### src/rtl/cmplx_mac_if.sv
// Sample/result bus for the complex MAC.
// The master drives samples and the slave returns accumulated dumps.
interface cmplx_mac_if #(
   parameter int AW = 16,
   parameter int BW = 14,
   parameter int PW = 48,
   parameter int LW = 8
);
   logic                 ce;
   logic                 valid;
   logic                 conj;
   logic signed [AW-1:0] ar;
   logic signed [AW-1:0] ai;
   logic signed [BW-1:0] br;
   logic signed [BW-1:0] bi;
   logic [LW-1:0]        acc_len;
   logic signed [PW-1:0] res_re;
   logic signed [PW-1:0] res_im;
   logic                 res_valid;

   modport master (
      output ce, valid, conj, ar, ai, br, bi, acc_len,
      input  res_re, res_im, res_valid
   );

   modport slave (
      input  ce, valid, conj, ar, ai, br, bi, acc_len,
      output res_re, res_im, res_valid
   );
endinterface

### src/rtl/cmplx_mac_pipe.sv
// Four-stage complex multiply (A*B or A*conj(B)) with windowed accumulate-and-dump.
// CE gates every register, so a stall freezes the pipeline and the output pulse.
module cmplx_mac_pipe #(
   parameter int AW = 16,
   parameter int BW = 14,
   parameter int PW = 48,
   parameter int LW = 8
) (
   input logic           clk,
   input logic           rst_n,
   cmplx_mac_if.slave    bus
);
   localparam int MW = AW + BW;
   localparam int SW = MW + 1;

   logic                 s1_valid, s1_conj;
   logic signed [AW-1:0] s1_ar, s1_ai;
   logic signed [BW-1:0] s1_br, s1_bi;
   logic [LW-1:0]        s1_len;

   logic                 s2_valid, s2_conj;
   logic signed [MW-1:0] s2_rr, s2_ii, s2_ir, s2_ri;
   logic [LW-1:0]        s2_len;

   logic                 s3_valid;
   logic signed [SW-1:0] s3_re, s3_im;
   logic [LW-1:0]        s3_len;

   logic [LW-1:0]        cnt, len;
   logic signed [PW-1:0] acc_re, acc_im;
   logic signed [PW-1:0] res_re, res_im;
   logic                 res_valid;

   logic signed [PW-1:0] prod_re, prod_im, sum_re, sum_im;
   logic [LW-1:0]        cur_len, cnt_next;
   logic                 dump;

   // A zero length is promoted to one here so later stages only ever see a usable length.
   always_ff @(posedge clk or negedge rst_n) begin
      if (!rst_n) begin
         s1_valid <= 1'b0;
         s1_conj  <= 1'b0;
         s1_ar    <= '0;
         s1_ai    <= '0;
         s1_br    <= '0;
         s1_bi    <= '0;
         s1_len   <= '0;
         s2_valid <= 1'b0;
         s2_conj  <= 1'b0;
         s2_rr    <= '0;
         s2_ii    <= '0;
         s2_ir    <= '0;
         s2_ri    <= '0;
         s2_len   <= '0;
         s3_valid <= 1'b0;
         s3_re    <= '0;
         s3_im    <= '0;
         s3_len   <= '0;
      end else if (bus.ce) begin
         s1_valid <= bus.valid;
         s1_conj  <= bus.conj;
         s1_ar    <= bus.ar;
         s1_ai    <= bus.ai;
         s1_br    <= bus.br;
         s1_bi    <= bus.bi;
         s1_len   <= (bus.acc_len == '0) ? LW'(1) : bus.acc_len;

         s2_valid <= s1_valid;
         s2_conj  <= s1_conj;
         s2_rr    <= MW'(s1_ar) * MW'(s1_br);
         s2_ii    <= MW'(s1_ai) * MW'(s1_bi);
         s2_ir    <= MW'(s1_ai) * MW'(s1_br);
         s2_ri    <= MW'(s1_ar) * MW'(s1_bi);
         s2_len   <= s1_len;

         s3_valid <= s2_valid;
         s3_len   <= s2_len;
         if (s2_conj) begin
            s3_re <= SW'(s2_rr) + SW'(s2_ii);
            s3_im <= SW'(s2_ir) - SW'(s2_ri);
         end else begin
            s3_re <= SW'(s2_rr) - SW'(s2_ii);
            s3_im <= SW'(s2_ir) + SW'(s2_ri);
         end
      end
   end

   // The first product of a window replaces the stale accumulator and brings its own length.
   always_comb begin
      prod_re = PW'(s3_re);
      prod_im = PW'(s3_im);
      if (cnt == '0) begin
         cur_len = s3_len;
         sum_re  = prod_re;
         sum_im  = prod_im;
      end else begin
         cur_len = len;
         sum_re  = acc_re + prod_re;
         sum_im  = acc_im + prod_im;
      end
      cnt_next = cnt + LW'(1);
      dump     = s3_valid && (cnt_next == cur_len);
   end

   always_ff @(posedge clk or negedge rst_n) begin
      if (!rst_n) begin
         cnt       <= '0;
         len       <= '0;
         acc_re    <= '0;
         acc_im    <= '0;
         res_re    <= '0;
         res_im    <= '0;
         res_valid <= 1'b0;
      end else if (bus.ce) begin
         res_valid <= dump;
         if (s3_valid) begin
            acc_re <= sum_re;
            acc_im <= sum_im;
            cnt    <= dump ? '0 : cnt_next;
            if (cnt == '0) begin
               len <= s3_len;
            end
         end
         if (dump) begin
            res_re <= sum_re;
            res_im <= sum_im;
         end
      end
   end

   assign bus.res_re    = res_re;
   assign bus.res_im    = res_im;
   assign bus.res_valid = res_valid;
endmodule

### src/flat_wrapper.sv
// flat-port wrapper written by rule: the top's interface ports become plain ports
module cmplx_mac_pipe_flat 
#(
   parameter int AW = 16,
   parameter int BW = 14,
   parameter int PW = 48,
   parameter int LW = 8
)
  (clk, rst_n, bus_ce, bus_valid, bus_conj, bus_ar, bus_ai, bus_br, bus_bi, bus_acc_len, bus_res_re, bus_res_im, bus_res_valid);
  cmplx_mac_if #(.AW(AW), .BW(BW), .PW(PW), .LW(LW)) bus_i ();
  input logic clk;
  input logic rst_n;
  input wire logic [$bits(bus_i.ce)-1:0] bus_ce;
  input wire logic [$bits(bus_i.valid)-1:0] bus_valid;
  input wire logic [$bits(bus_i.conj)-1:0] bus_conj;
  input wire logic [$bits(bus_i.ar)-1:0] bus_ar;
  input wire logic [$bits(bus_i.ai)-1:0] bus_ai;
  input wire logic [$bits(bus_i.br)-1:0] bus_br;
  input wire logic [$bits(bus_i.bi)-1:0] bus_bi;
  input wire logic [$bits(bus_i.acc_len)-1:0] bus_acc_len;
  output wire logic [$bits(bus_i.res_re)-1:0] bus_res_re;
  output wire logic [$bits(bus_i.res_im)-1:0] bus_res_im;
  output wire logic [$bits(bus_i.res_valid)-1:0] bus_res_valid;
  assign bus_i.ce = bus_ce;
  assign bus_i.valid = bus_valid;
  assign bus_i.conj = bus_conj;
  assign bus_i.ar = bus_ar;
  assign bus_i.ai = bus_ai;
  assign bus_i.br = bus_br;
  assign bus_i.bi = bus_bi;
  assign bus_i.acc_len = bus_acc_len;
  assign bus_res_re = bus_i.res_re;
  assign bus_res_im = bus_i.res_im;
  assign bus_res_valid = bus_i.res_valid;
  cmplx_mac_pipe #(.AW(AW), .BW(BW), .PW(PW), .LW(LW)) u_core (.clk(clk), .rst_n(rst_n), .bus(bus_i));
endmodule
### config.mk
export PLATFORM = sky130hd
export DESIGN_NAME = cmplx_mac_pipe_flat
export DESIGN_NICKNAME = d
export VERILOG_FILES = /design/src/rtl/cmplx_mac_if.sv /design/src/rtl/cmplx_mac_pipe.sv /design/src/flat_wrapper.sv
export SDC_FILE = /design/constraint.sdc
export NUM_CORES = 2
export LEC_CHECK = 0
export ABC_AREA = 1
export CORE_MARGIN = 2
export CORE_UTILIZATION = 65
export DETAILED_ROUTE_END_ITERATION = 12
export GPL_TIMING_DRIVEN = 1
export PLACE_DENSITY_LB_ADDON = 0.25
export SLEW_MARGIN = 40
export SYNTH_ARGS = -nofsm -noshare
export SYNTH_HDL_FRONTEND = slang
export SYNTH_SLANG_ARGS = --single-unit
### constraint.sdc
create_clock -name clk -period 9.9 [get_ports clk]
set_clock_uncertainty 0.1 [all_clocks]
set_input_delay 1.98 -clock clk [delete_from_list [all_inputs] [get_ports clk]]
set_output_delay 1.98 -clock clk [all_outputs]
set_load 0.05 [all_outputs]
# After elaboration in Yosys (flattened, before gate mapping)
# Index checks and enable logic that the tools add are counted.
# totals
ff_bits	480
latchBits	0
inputBits	73
wordCells	49
ram_bits	0
output_inout_bits	97
mem_count	0
romBits	0
# op_classes
div	0
n_mul	4
n_reduce_logical	5
magnitude_cmp	0
bitwise	0
shift	0
n_mux	7
n_eq_ne	1
add_sub_neg	7
# op_table
cell	n
$mul A16 B14 Y30	4
$add A48 B31 Y48	2
$mux W48	2
$add A30 B30 Y31	2
$mux W31	2
$sub A30 B30 Y31	2
$mux W8	3
$logic_not A8 Y1	2
$add A8 B1 Y8 const B	1
$eq A8 B8 Y1	1
$reduce_and A2 Y1	2
$logic_and A1 B1 Y1	1

# Logic depth before layout (Yosys ltp)
# logic_depth
ltp_word	5
mapped_depth	29
ltp_nobuf	27

# Least setup slack after synthesis
# No wires, ideal clock.
# synth_timing
path_type	flip-flop to flip-flop
start	register u_core.s1_ar[15]
end	register u_core.s2_rr[25]
slack_ns	4.075
required_time_ns	9.682
setup_ns	0.118
n_path_buf	2
arrival_time_ns	5.607
stages_incl_launch_ff	21
synth_period_minus_slack_ns	5.825
path_cell_list	dfrtp_1 clkbuf_1 buf_1 nand2_1 fa_1 fa_1 inv_1 fa_1 fa_1 fa_1 inv_1 fa_1 inv_1 ha_1 a21o_1 o21bai_1 a21oi_1 o211ai_1 or2_2 nand3_1 nand2_1
# synth_via
elab_chain_len	1
# synth_lines
element	line_no	source
start, declared	cmplx_mac_pipe.sv:17	logic signed [AW-1:0] s1_ar, s1_ai;
start signal, assigned	cmplx_mac_pipe.sv:62	s1_ar <= bus.ar;
$mul A16 B14 Y30	cmplx_mac_pipe.sv:70	s2_rr <= MW'(s1_ar) * MW'(s1_br);
end signal, assigned	cmplx_mac_pipe.sv:70	
end, declared	cmplx_mac_pipe.sv:22	logic signed [MW-1:0] s2_rr, s2_ii, s2_ir, s2_ri;
# Every way passes these cells.
# A chain may end at the register's enable or synchronous reset.

# Final worst setup path
# layout_timing
start	register u_core.s1_bi[3]
end	register u_core.s2_ii[23]
# layout_via
elab_chain_len	1
# layout_lines
element	line_no	source
start, declared	cmplx_mac_pipe.sv:18	logic signed [BW-1:0] s1_br, s1_bi;
start signal, assigned	cmplx_mac_pipe.sv:65	s1_bi <= bus.bi;
$mul A16 B14 Y30	cmplx_mac_pipe.sv:71	s2_ii <= MW'(s1_ai) * MW'(s1_bi);
end signal, assigned	cmplx_mac_pipe.sv:71	
end, declared	cmplx_mac_pipe.sv:22	
# Every way passes these cells.

==> flow_results.org <==
** CTS
- CTS sink count :: 480
- CTS root buf :: sky130_fd_sc_hd__clkbuf_16
- Post-CTS Setup Inserts :: 0
- Counting along the longest clock path gives a buffer depth of 3.
- H-tree level count :: 2
- TritonCTS built the clock tree.
- In this run, post-CTS repair resized a total of 0 instances.
- Clock-pin slew was measured on the worst setup and hold paths at 0.06 ns.
- After clock tree synthesis, the flow added hold-fix buffers numbering 0.
- Clock latency reported for the late side of the worst-skew pair :: 0.70 ns
- Number of buffers created by CTS :: 57

** Die
- In this run the core area contains 118 standard-cell rows.
- After floorplanning, the core was sized to cover 0.1038 mm^2.
- Overall die area :: 0.1076 mm^2
- Die Y-Extent :: 328.1 um
- Number of top-level design ports :: 170
- Die boundary width :: 328.1 um
- Starting density of the core :: 65.76%

** STA
- Final worst-path cycle share :: 70.01%
- Setup violations remaining at the end of the flow were counted as 0.
- Post-route minimum period :: 6.931 ns
- Setup repair after global routing left no endpoint under its margin.
- Hold Vio Cnt, Final :: 0
- For the final routed database, the setup TNS stands at 0 ns.
- Number of pins exceeding their max-slew limit in the final report :: 0
- Fmax achieved :: 0.1443 GHz
- Headroom to the max-slew limit came out at 38.18%.
- For the pin with the worst max-slew slack, the measured transition is 0.9274 ns.

** Cells and area
- In the final design database the tool counted 11088 nets.
- Area of combinational cells with multiple inputs :: 0.04665 mm^2
- Registers take 0.01202 mm^2.
- Fraction of layout instances using a drive strength above 1 :: 2.813%
- The layout has 8650 filler cells.
- Compared with the post-synthesis result, the final layout area differs by 7.118%.

** Yosys
- The synthesized netlist contains 44 unique library cells.
- For this run, the register share of the synthesized area comes to 17.60%.
- Cell area after synthesis :: 0.06826 mm^2
- After synthesis, the share of flip-flops with an asynchronous set or reset is 100.0%.
- Fraction of post-synthesis cell area in the top cell type by area :: 25.81%
- Count leader, synth :: sky130_fd_sc_hd__nand2_1
- In this run the mean area of a mapped cell was 7.020 um^2.
- In this run, synthesis produced a sequential element count of 480.
- Synth warnings :: 0
- Top_reg_cell synth :: sky130_fd_sc_hd__dfrtp_1
- Cell type contributing the most total cell area after synthesis :: sky130_fd_sc_hd__fa_1
- By count the netlist is led by sky130_fd_sc_hd__nand2_1, sky130_fd_sc_hd__inv_1, sky130_fd_sc_hd__fa_1.
- Top cells by area, synth :: sky130_fd_sc_hd__fa_1, sky130_fd_sc_hd__nand2_1, sky130_fd_sc_hd__dfrtp_1
- Synthesized Nets :: 11118
- In the synthesized netlist, the number of instances is 9723.
- Counting flops with a built-in enable in the synthesized netlist gives 0.

** Worst setup path
- Crit path cell chain :: buf_4 > nand2_1 > fa_1 > fa_1 > inv_1 > fa_1 > fa_1 > fa_1 > inv_1 > fa_1 > inv_1 > ha_1 > a21oi_1 > o21ai_0 > a31oi_1 > nand3_1 > or2_2 > nand3_1 > o21ai_0
- Data required time of the critical path :: 10.32 ns
- Max stage delay on crit path :: 0.89 ns
- Cell occurring most often along the worst timing path :: sky130_fd_sc_hd__fa_1
- The worst setup path is captured at a flip-flop.
- The critical path crosses 19 cells after its start point.
- Kind of launch point of the worst setup path :: flip-flop
- Crit Path Category :: reg2reg
- The worst register-to-register path ends at u_core.s2_ii[23]$_DFFE_PN0P_.
- Worst Path Arrival :: 7.35 ns
- Total buffers and inverters traversed by the critical path :: 4
- Following the worst setup path forward leads to its endpoint at u_core.s2_ii[23]$_DFFE_PN0P_.
- The critical path starts at u_core.s1_bi[3]$_DFFE_PN0P_.
- Worst-path fanout max :: 17
- Cell family with the largest share of critical-path delay :: adder cells
- Measured in cells, the most critical reg-to-reg path has a length of 19.
- Setup slack on the worst reg-to-reg path comes out at 2.97 ns.
- Cell with the biggest individual delay on the critical path :: sky130_fd_sc_hd__dfrtp_1
- Source of the worst register-to-register timing path :: u_core.s1_bi[3]$_DFFE_PN0P_

** Global route
- The first global-routing pass estimated 324100 um of wire.
- The number of global-route vias before repair was 62377.
- Initial antenna violation count :: 0
- Aggregate global-route resource usage :: 37.95%
- For this run the aggregate overflow at the end of global routing stands at 0.
- Maximum number of pins on one net before global-route repair :: 114

** Detailed routing
- Drt drc :: 0
- Overall routed net length :: 200500 um
- The count of nets left with antenna violations once routing finished came out at 0.
- In the routed layout, each cell is associated on average with a via count of 5.519.
- Average wire per standard cell :: 18.03 um
- For this block, the initial DRC count from the detailed router was 5226.
- Number of vias in the routed layout :: 61373
- Before antenna repair, the detailed router went through 6 iterations.

** Job
- The tool flagged a number of max-cap violations equal to 0.

** Placement
- DPL Wire Length :: 157700 um
- The count of buffers added on input and output ports is 169.
- Routability-driven placement finished with a final weighted congestion of 0.9940.

** Run status
- Outcome :: completed

** Worst hold path
- Worst Hold Class :: reg2reg
-- through the flow --
step / utilization, % / hold slack, ns / instance area [um^2] / instances / worst slack (ns)
3_3_place_gp: 68.38 / 0.3549 / 70970 / 11011 / 3.104
2_1_floorplan: - / 0.3422 / 68260 / 9723 / 4.075
6_report: 70.44 / 0.3758 / 73120 / 11121 / 2.969
4_1_cts: 70.41 / 0.3774 / 73080 / 11119 / 3.089
5_1_grt: 70.44 / 0.3983 / 73110 / 11120 / 2.755
3_5_place_dp: 68.44 / 0.3607 / 71040 / 11013 / 3.082
-- worst min-delay path by stage --
stage	startpoint	end	slack [ns]	cells past startpoint
finish	u_core.bus.res_re[5]$_DFFE_PN0P_	u_core.bus.res_re[5]$_DFFE_PN0P_	0.38	2
global route	u_core.bus.res_im[32]$_DFFE_PN0P_	u_core.bus.res_im[32]$_DFFE_PN0P_	0.40	2
CTS	u_core.s1_valid$_DFFE_PN0P_	u_core.s1_valid$_DFFE_PN0P_	0.38	2
detailed placement	u_core.s1_bi[5]$_DFFE_PN0P_	u_core.s1_bi[5]$_DFFE_PN0P_	0.36	2
global placement	u_core.s1_bi[8]$_DFFE_PN0P_	u_core.s1_bi[8]$_DFFE_PN0P_	0.35	2
floorplan	u_core.s1_conj$_DFFE_PN0P_	u_core.s1_conj$_DFFE_PN0P_	0.34	2
-- cell usage in the layout, fill, tap and decap left out, types with 4 or more instances in the layout --
cell type / n
sky130_fd_sc_hd__a21boi_0: 9
sky130_fd_sc_hd__clkinv_2: 14
sky130_fd_sc_hd__a21o_1: 17
sky130_fd_sc_hd__ha_1: 442
sky130_fd_sc_hd__dfrtp_2: 6
sky130_fd_sc_hd__o21bai_1: 18
sky130_fd_sc_hd__o22ai_1: 13
sky130_fd_sc_hd__a211oi_1: 4
sky130_fd_sc_hd__clkdlybuf4s50_1: 167
sky130_fd_sc_hd__inv_6: 4
sky130_fd_sc_hd__inv_1: 2206
sky130_fd_sc_hd__nand4_1: 88
sky130_fd_sc_hd__dfrtp_1: 474
sky130_fd_sc_hd__clkbuf_8: 8
sky130_fd_sc_hd__nand3_1: 376
sky130_fd_sc_hd__xor2_1: 90
sky130_fd_sc_hd__or2_2: 71
sky130_fd_sc_hd__a31oi_1: 70
sky130_fd_sc_hd__xnor2_1: 85
sky130_fd_sc_hd__o21ai_0: 326
sky130_fd_sc_hd__clkbuf_1: 5
sky130_fd_sc_hd__nor2_1: 513
sky130_fd_sc_hd__nand2_1: 3254
sky130_fd_sc_hd__buf_4: 66
sky130_fd_sc_hd__nor3_1: 60
sky130_fd_sc_hd__o21a_1: 13
sky130_fd_sc_hd__fa_1: 880
sky130_fd_sc_hd__bufinv_16: 8
sky130_fd_sc_hd__clkinvlp_4: 5
sky130_fd_sc_hd__nor4_1: 12
sky130_fd_sc_hd__buf_6: 7
sky130_fd_sc_hd__clkbuf_16: 57
sky130_fd_sc_hd__o31ai_1: 5
sky130_fd_sc_hd__nand3b_1: 32
sky130_fd_sc_hd__a21oi_1: 292
-- flip-flops by register name, indices dropped and copies added (netlist names), 30 cells and up --
register           count
u_core.acc_im         48
u_core.acc_re         48
u_core.bus.res_im     48
u_core.bus.res_re     48
u_core.s2_ii          30
u_core.s2_ir          30
u_core.s2_ri          30
u_core.s2_rr          30
u_core.s3_im          31
u_core.s3_re          31
-- cell families after synthesis --
logic type | after synthesis | synth area share [%]
XOR/XNOR | 175 | 2.246
AO/OA/AOI/OAI | 777 | 6.124
adder cells (fa/ha/maj) | 1322 | 33.91
flip-flops | 480 | 17.60
AND/OR/NAND/NOR | 4422 | 26.03
buffers and inverters | 2547 | 14.09
-- worst min-delay path: cells and delay by family, from the launching register on --
kind / cells / cell delay, ns
AND/OR/NAND/NOR: 2 / 0.10
flip-flops: 1 / 0.34
-- final cells by class --
| class | count | area share [%] |
|---|---|---|
| Inverter | 2212 | 11.37 |
| Multi-Input combinational cell | 6696 | 63.80 |
| Clock inverter | 36 | 0.6571 |
| Tap cell | 1380 | 2.362 |
| Sequential cell | 480 | 16.44 |
| Timing Repair Buffer | 246 | 3.243 |
| Clock buffer | 70 | 2.127 |
| Antenna cell | 1 | 0.003423 |
-- layer usage --
metal | vias up | track usage (%) | wire, um
met1 | 29110 | 49.89 | 79830
met5 | - | 0 | 0
li1 | 28836 | - | -
met2 | 2812 | 62.27 | 92870
met4 | 0 | 18.13 | 11130
met3 | 615 | 5.302 | 16680
Power is not shown: default switching activity piles up to over one toggle a cycle in this logic, so the estimate is an artifact.
